==> src/rtl/dma_activity_monitor.sv <==
// DMA activity monitor: tracks transfers on the beat handshake, drives the rdy / dma_in_use
// status levels and keeps beat/transfer counters plus sticky error flags.
module dma_activity_monitor #(
  parameter int LEN_W       = 16,
  parameter int INIT_CYCLES = 1024,
  parameter int HOLD_CYCLES = 64,
  parameter int TIMEOUT     = 65535
) (
  input  logic             clk,
  input  logic             rst,
  input  logic             dma_start,
  input  logic [LEN_W-1:0] dma_len,
  input  logic             dma_valid,
  input  logic             dma_ready,
  input  logic             dma_abort,
  input  logic             err_clr,
  output logic             rdy,
  output logic             dma_in_use,
  output logic [LEN_W-1:0] word_count,
  output logic [15:0]      xfer_count,
  output logic             err_overlap,
  output logic             err_stray,
  output logic             err_timeout
);

  localparam int INIT_W = $clog2(INIT_CYCLES + 1);
  localparam int HOLD_W = $clog2(HOLD_CYCLES + 1);
  localparam int TMO_W  = $clog2(TIMEOUT + 1);
  localparam logic [INIT_W-1:0] INIT_LAST = INIT_W'(INIT_CYCLES - 1);
  localparam logic [HOLD_W-1:0] HOLD_LAST = HOLD_W'(HOLD_CYCLES - 1);
  localparam logic [TMO_W-1:0]  TMO_LAST  = TMO_W'(TIMEOUT - 1);

  typedef enum logic [1:0] {IDLE, ACTIVE, HOLD} state_t;

  state_t             state;
  logic [INIT_W-1:0]  init_cnt;
  logic [HOLD_W-1:0]  hold_cnt;
  logic [TMO_W-1:0]   tmo_cnt;
  logic [LEN_W-1:0]   len_reg;

  logic beat, in_active, last_beat, tmo_hit, finish;
  logic set_overlap, set_stray, set_timeout;

  assign beat        = dma_valid & dma_ready;
  assign in_active   = (state == ACTIVE);
  assign last_beat   = (word_count + LEN_W'(1)) == len_reg;
  assign tmo_hit     = (tmo_cnt == TMO_LAST);
  // Abort takes priority over a same-cycle beat, so that beat is neither counted nor completing.
  assign finish      = dma_abort | (beat ? last_beat : tmo_hit);
  assign set_overlap = in_active & dma_start;
  assign set_stray   = ~in_active & beat;
  assign set_timeout = in_active & ~dma_abort & ~beat & tmo_hit;

  always_ff @(posedge clk) begin
    if (rst) begin
      init_cnt <= '0;
      rdy      <= 1'b0;
    end else if (!rdy) begin
      if (init_cnt == INIT_LAST) rdy <= 1'b1;
      else                       init_cnt <= init_cnt + INIT_W'(1);
    end
  end

  always_ff @(posedge clk) begin
    if (rst) begin
      state      <= IDLE;
      len_reg    <= '0;
      word_count <= '0;
      xfer_count <= '0;
      tmo_cnt    <= '0;
      hold_cnt   <= '0;
      dma_in_use <= 1'b0;
    end else begin
      case (state)
        IDLE, HOLD: begin
          if (dma_start) begin
            len_reg    <= dma_len;
            word_count <= '0;
            tmo_cnt    <= '0;
            dma_in_use <= 1'b1;
            if (dma_len == '0) begin
              state      <= HOLD;
              hold_cnt   <= HOLD_LAST;
              xfer_count <= xfer_count + 16'd1;
            end else begin
              state <= ACTIVE;
            end
          end else if (state == HOLD) begin
            if (hold_cnt == '0) begin
              state      <= IDLE;
              dma_in_use <= 1'b0;
            end else begin
              hold_cnt <= hold_cnt - HOLD_W'(1);
            end
          end
        end
        ACTIVE: begin
          if (!dma_abort) begin
            if (beat) begin
              tmo_cnt <= '0;
              if (word_count != '1) word_count <= word_count + LEN_W'(1);
            end else begin
              tmo_cnt <= tmo_cnt + TMO_W'(1);
            end
          end
          if (finish) begin
            state      <= HOLD;
            hold_cnt   <= HOLD_LAST;
            xfer_count <= xfer_count + 16'd1;
          end
        end
        default: begin
          state      <= IDLE;
          dma_in_use <= 1'b0;
        end
      endcase
    end
  end

  // Sticky flags: a set event in the same cycle as err_clr wins.
  always_ff @(posedge clk) begin
    if (rst) begin
      err_overlap <= 1'b0;
      err_stray   <= 1'b0;
      err_timeout <= 1'b0;
    end else begin
      err_overlap <= set_overlap | (err_overlap & ~err_clr);
      err_stray   <= set_stray   | (err_stray   & ~err_clr);
      err_timeout <= set_timeout | (err_timeout & ~err_clr);
    end
  end

endmodule

==> config.mk <==
export PLATFORM = sky130hd
export DESIGN_NAME = dma_activity_monitor
export DESIGN_NICKNAME = d
export VERILOG_FILES = /design/src/rtl/dma_activity_monitor.sv
export SDC_FILE = /design/constraint.sdc
export NUM_CORES = 1
export LEC_CHECK = 0
export ABC_AREA = 1
export BUFFER_PORTS_ARGS = -buffer_cell sky130_fd_sc_hd__buf_4
export CORE_MARGIN = 8
export CORE_UTILIZATION = 40
export CTS_CLUSTER_SIZE = 8
export DETAILED_ROUTE_END_ITERATION = 8
export GPL_TIMING_DRIVEN = 0
export REMOVE_ABC_BUFFERS = 1
export SLEW_MARGIN = 10
export SYNTH_ARGS = -nofsm -noshare
export SYNTH_HDL_FRONTEND = slang
export SYNTH_SLANG_ARGS = --single-unit
==> constraint.sdc <==
create_clock -name clk -period 2.2 [get_ports clk]
set_input_delay 0.44 -clock clk [delete_from_list [all_inputs] [get_ports clk]]
set_output_delay 0.44 -clock clk [all_outputs]
set_load 0.05 [all_outputs]
=== After elaboration in Yosys (flattened, before gate mapping) ===
Cells that the tools add are included.

* Add/sub/neg operators: 5
* Multipliers: 0
* Div/mod/pow operators: 0
* Order comparisons: 0
* Equality and inequality tests: 16
* Shift-type cells: 0
* Mux-type cells: 31
* Bitwise gates (word level): 19
* Reductions and logical operators: 13

{| class="wikitable"
|+ Operators by type and width
! operator !! count
|-
| $mux W16 || 9
|-
| $pmux W16 S2 || 3
|-
| $add A16 B1 Y16 const B || 3
|-
| $mux W7 || 5
|-
| $eq A16 B16 Y1 || 1
|-
| $eq A16 B16 Y1 const B || 1
|-
| $logic_not A16 Y1 || 1
|-
| $ne A16 B16 Y1 const B || 1
|-
| $pmux W7 S2 || 1
|-
| $ne A3 B3 Y1 const B || 4
|-
| $add A11 B1 Y11 const B || 1
|-
| $eq A11 B10 Y1 const B || 1
|-
| $mux W2 || 5
|-
| $reduce_and A5 Y1 || 2
|-
| $and A1 B1 Y1 || 9
|-
| $reduce_and A3 Y1 || 3
|-
| $ne A2 B2 Y1 const B || 4
|-
| $logic_not A7 Y1 || 1
|-
| $sub A7 B1 Y7 const B || 1
|-
| $mux W1 || 6
|-
| $not A1 Y1 || 6
|-
| $ne A2 B1 Y1 const B || 2
|-
| $or A1 B1 Y1 || 4
|-
| $pmux W2 S2 || 1
|-
| other kinds (8) || 9
|}

* Register bits after elaboration: 89
* Latch bits: 0
* Bits in writable memories: 0
* ROM bits: 0
* Memories: 0

=== Longest topological paths before layout ===
* Depth after elaboration: 6
* Depth in mapped cells: 17

=== Worst setup path before layout ===
No wires, ideal clock.

* Kind: flip-flop to flip-flop
* From: reg word_count[0]
* To: reg xfer_count[11]
* Setup time: 0.132 ns
* Data arrival time: 2.360 ns
* Required time: 2.068 ns
* Path slack: -0.292 ns
* Stages on the path, launching flop included: 18
* Clock period less this slack: 2.492 ns
* Path through: dfxtp_1 > ha_1 > nand2_2 > nor2_4 > nand2_1 > nand3_1 > nand2_1 > clkinv_1 > nand2_1 > nor2_1 > nand3_1 > nor2_1 > nand2_2 > nand2_4 > nand2_4 > buf_6 > nand2_1 > a21oi_1

* Word-level cells in the longest chain between the ends: 6

{| class="wikitable"
|+ Ends and longest elaborated chain
! element !! line !! source
|-
| start, declared || 19 || <nowiki>output logic [LEN_W-1:0] word_count,</nowiki>
|-
| start signal, assigned || 101 || <nowiki>if (word_count != '1) word_count <= word_count + LEN_W'(1);</nowiki>
|-
| $add A16 B1 Y16 || 46 || <nowiki>assign last_beat = (word_count + LEN_W'(1)) == len_reg;</nowiki>
|-
| $eq A16 B16 Y1 || 46 ||
|-
| $mux W1 || 49 || <nowiki>assign finish = dma_abort | (beat ? last_beat : tmo_hit);</nowiki>
|-
| $or A1 B1 Y1 || 49 ||
|-
| $ne A2 B1 Y1 (no line) || n/a ||
|-
| $reduce_and A4 Y1 (no line) || n/a ||
|-
| end signal, assigned || 84 || <nowiki>xfer_count <= xfer_count + 16'd1;</nowiki>
|-
| end signal, assigned || 109 || <nowiki>xfer_count <= xfer_count + 16'd1;</nowiki>
|-
| end, declared || 20 || <nowiki>output logic [15:0] xfer_count,</nowiki>
|}

Every way passes these cells.
A chain may end at the register's enable or synchronous reset.

=== Final worst setup path ===
* From: reg word_count[1]
* To: reg xfer_count[12]

The elaborated chain is that of the path after synthesis.

==> metrics.md <==
| Metric | Value |
|---|---|
| Starting Density | 0.4049 |
| CP endpoint kind | flop |
| Total length of routed wires | 14050 µm |
| RSZ-0062 raised after global routing | yes |
| Total placed cells including tap cells | 878 |
| Clock tree from TritonCTS | yes |
| Startpoint Class | flop |
| Max Cap Violations | 0 |
| Number of H-tree levels | 3 |
| Post-synthesis simple-gate area fraction | 0.3348 |
| Global-route wire length before repair | 22250 µm |
| Layout overhead on the synthesized area | 31.06% |
| CTS hold repair buffers | 0 |
| Iteration-0 DRC Markers | 414 |
| Top-area cell type share of the netlist area | 0.3710 |
| Highest Clock Rate | 0.4512 GHz |
| Worst-case clock buffer depth | 2 |
| Max Fanout on Critical Path | 8 |
| Post-route standard cell area excluding fillers | 6294 µm² |
| Die Y-Extent | 125.6 µm |
| Synthesized cell area | 4802 µm² |
| Total via count in the routed design | 4903 |
| Static power due to leakage | 2.485 nW |
| Count of final hold-check violations | 0 |
| Worst EP required | 2470 ps |
| First drt pass iteration count | 4 |
| Fill cell instance count of the final layout | 1136 |
| Layout cells sized above 1 | 0.2526 |
| Number of instances in the synthesized netlist | 692 |
| Run status | finished with violations |
| Top flip-flop cell by instance count after synthesis | dfxtp_1 |
| Root buffer cell | clkbuf_16 |
| Core area | 11860 µm² |
| Portion of netlist area occupied by mux cells | 0 |
| Slew at the pin closest to its max-slew limit | 689.1 ps |
| Global placer's final weighted congestion | 0.8516 |
| Pin count of the biggest net entering global routing | 50 |
| Pwr Density | 644.3 nW/µm² |
| Count of endpoints failing setup in the final report | 8 |
| Non-filler cells in the finished layout | 927 |
| Inserted Clock Buffers | 9 |
| Via count normalized by instance count | 5.289 |
| Relative slew margins | 0.5395 |
| Clock insertion delay at the later pin of the skew report | 340 ps |
| Post-Synth XOR/XNOR Area | 0.05341 |
| Combinational family with the most area after synthesis | simple AND/OR/NAND/NOR gates |
| Placed standard-cell area | 5339 µm² |
| # rows | 40 |
| Number of clock sinks | 89 |
| Initial antenna violation count | 0 |
| Most instantiated cells after synthesis | nand2_1 (152), dfxtp_1 (89), nor2_1 (70) |
| Yosys warning count | 0 |
| DR WL/cell | 15.15 µm |
| Worst Setup Path Type | reg -> reg |
| Count of final max-slew check failures | 0 |
| Worst ir drop on vdd | 0.3552 mV |
| Post-route clock skew | 10.97 ps |
| Yosys reg bits | 89 |
| Seq/Total Area, Yosys | 0.3710 |
| Die footprint | 15770 µm² |
| Remaining global-route overflow | 0 |
| Adder and majority cell fraction of the synthesized area | 0.01824 |
| Share of the clock period used by the worst path after layout | 1.007 |
| Cell types with the largest area share after synthesis | dfxtp_1 (37%), nand2_1 (12%), nand3_1 (6.8%) |
| Final worst-path setup slack | -16.11 ps |
| Vias in the first global route | 4706 |
| Proportion of register bits with asynchronous set or reset after synthesis | 0 |
| Number of port buffers | 59 |
| Post-DRT Antenna Nets | 0 |
| Avg Cell Area, Syn | 6.939 µm² |
| Violated checks | setup timing |
| Arrival time at the worst endpoint | 2490 ps |
| Final HPWL DP | 8850 µm |
| Top cell type by total area after synthesis | dfxtp_1 |
| Most frequent cell after synthesis | nand2_1 |
| Net count reported at finish | 805 |
| Number of top-level pins | 60 |
| Number of antenna repair diodes | 0 |
| Tightest Hold Check Type | in -> reg |
| Time the worst path needs with I/O delays and setup | 2216 ps |
| Number of synthesized flops with an enable pin | 0 |
| Clk slew on worst S/H paths | 70 ps |
| Overall track demand over capacity in global routing | 0.1701 |
| Count of different cell masters after synthesis | 36 |
| Post-synthesis compound-gate area fraction | 0.1423 |
| Final routed DRC violation total | 0 |
| Die width | 125.6 µm |
| Register-to-register setup slack | -20 ps |
placed cells by master, fill, tap and decap left out, types with 7 or more instances in the layout:
master	n
a211oi_1	15
nand2_2	11
xor2_1	15
nand2_1	140
nor2_2	12
nor2_1	57
clkbuf_16	9
nand3_2	12
nand3_1	53
dfxtp_1	77
o21ai_0	29
nand2_4	8
nor4_1	7
nor3_1	13
a31oi_1	10
inv_1	66
a21oi_1	58
buf_4	78
nor2_4	10
xnor2_1	9
dfxtp_2	9
nand4_1	13
area by class of cell:
cell class	instances	area, µm²	share of cell area
Multi-Input combinational cell	513	3007	0.4777
Sequential cell	89	1804	0.2867
Timing Repair Buffer	86	705.7	0.1121
Inverter	74	289.0	0.04592
Clock buffer	14	284.0	0.04513
Tap cell	147	183.9	0.02922
Clock inverter	2	10.01	0.001590
Timing Repair inverter	2	10.01	0.001590
report_power, final:
group          switching (W)  internal, W  total, W
Clock               0.000635     0.000887   0.00152
Sequential         0.0000869      0.00169   0.00178
Combinational       0.000491     0.000264  0.000755
routing by layer:
metal / vias up / GRT usage / part of all wire
li1: 2488 / - / -
met1: 2298 / 0.2022 / 0.45
met2: 96 / 0.2940 / 0.50
met3: 21 / 0.02720 / 0.036
met4: 0 / 0.07808 / 0.023
met5: - / 0 / 0
cells by family (layout without fill, tap and decap cells):
| kind of cell | count (synthesis) | count (layout) |
|---|---|---|
| AND/OR/NAND/NOR | 352 | 357 |
| AO/OA/AOI/OAI | 123 | 123 |
| buffers and inverters | 95 | 178 |
| flip-flops | 89 | 89 |
| XOR/XNOR | 26 | 26 |
| adder cells (fa/ha/maj) | 7 | 7 |
metrics by stage:
step	util	setup TNS, ps	hold slack [ps]	setup WS [ps]	total power (W)
CTS	0.5038	-122.6	331.4	-19.78	0.004020
global placement	0.4486	-86020	448.4	-2079	0.002418
detailed placement	0.4501	-52310	460.2	-1179	0.002438
global route	0.5306	-2649	341.4	-141.2	0.004242
finish	0.5306	-60.71	330.8	-16.11	0.004055
floorplan	-	-17380	434.4	-588.3	0.002224
timing repair:
| item | in CTS | in global routing |
|---|---|---|
| cloned | 4 | 3 |
| pin swaps | 20 | 35 |
| setup endpoints to repair | 57 | 48 |
| resized for setup | 49 | 49 |
| buffers inserted | 12 | 14 |
worst paths after layout:
| kind | startpoint | to | depth (start not counted) |
|---|---|---|---|
| setup reg to reg | word_count[1] | xfer_count[12] | 17 |
| hold / removal | dma_len[0] | len_reg[0] | 3 |
| setup / recovery | word_count[1] | xfer_count[12] | 17 |
| hold reg to reg | err_stray | err_stray | 2 |
critical path: stages (launching register included):
cell and delay [ps]:
dfxtp_4 380, buf_12 110, nand2_4 40, nor2_4 210, buf_6 130, nand2_2 40, nand3b_1 80, nand2_1 60
inv_1 70, nand2_2 50, nor2_2 110, nand3_2 100, nor2_2 150, nand2_4 90, nand2_8 140, buf_12 150
nand3_4 60, a21oi_2 150
(Power assumes the default switching activity.)
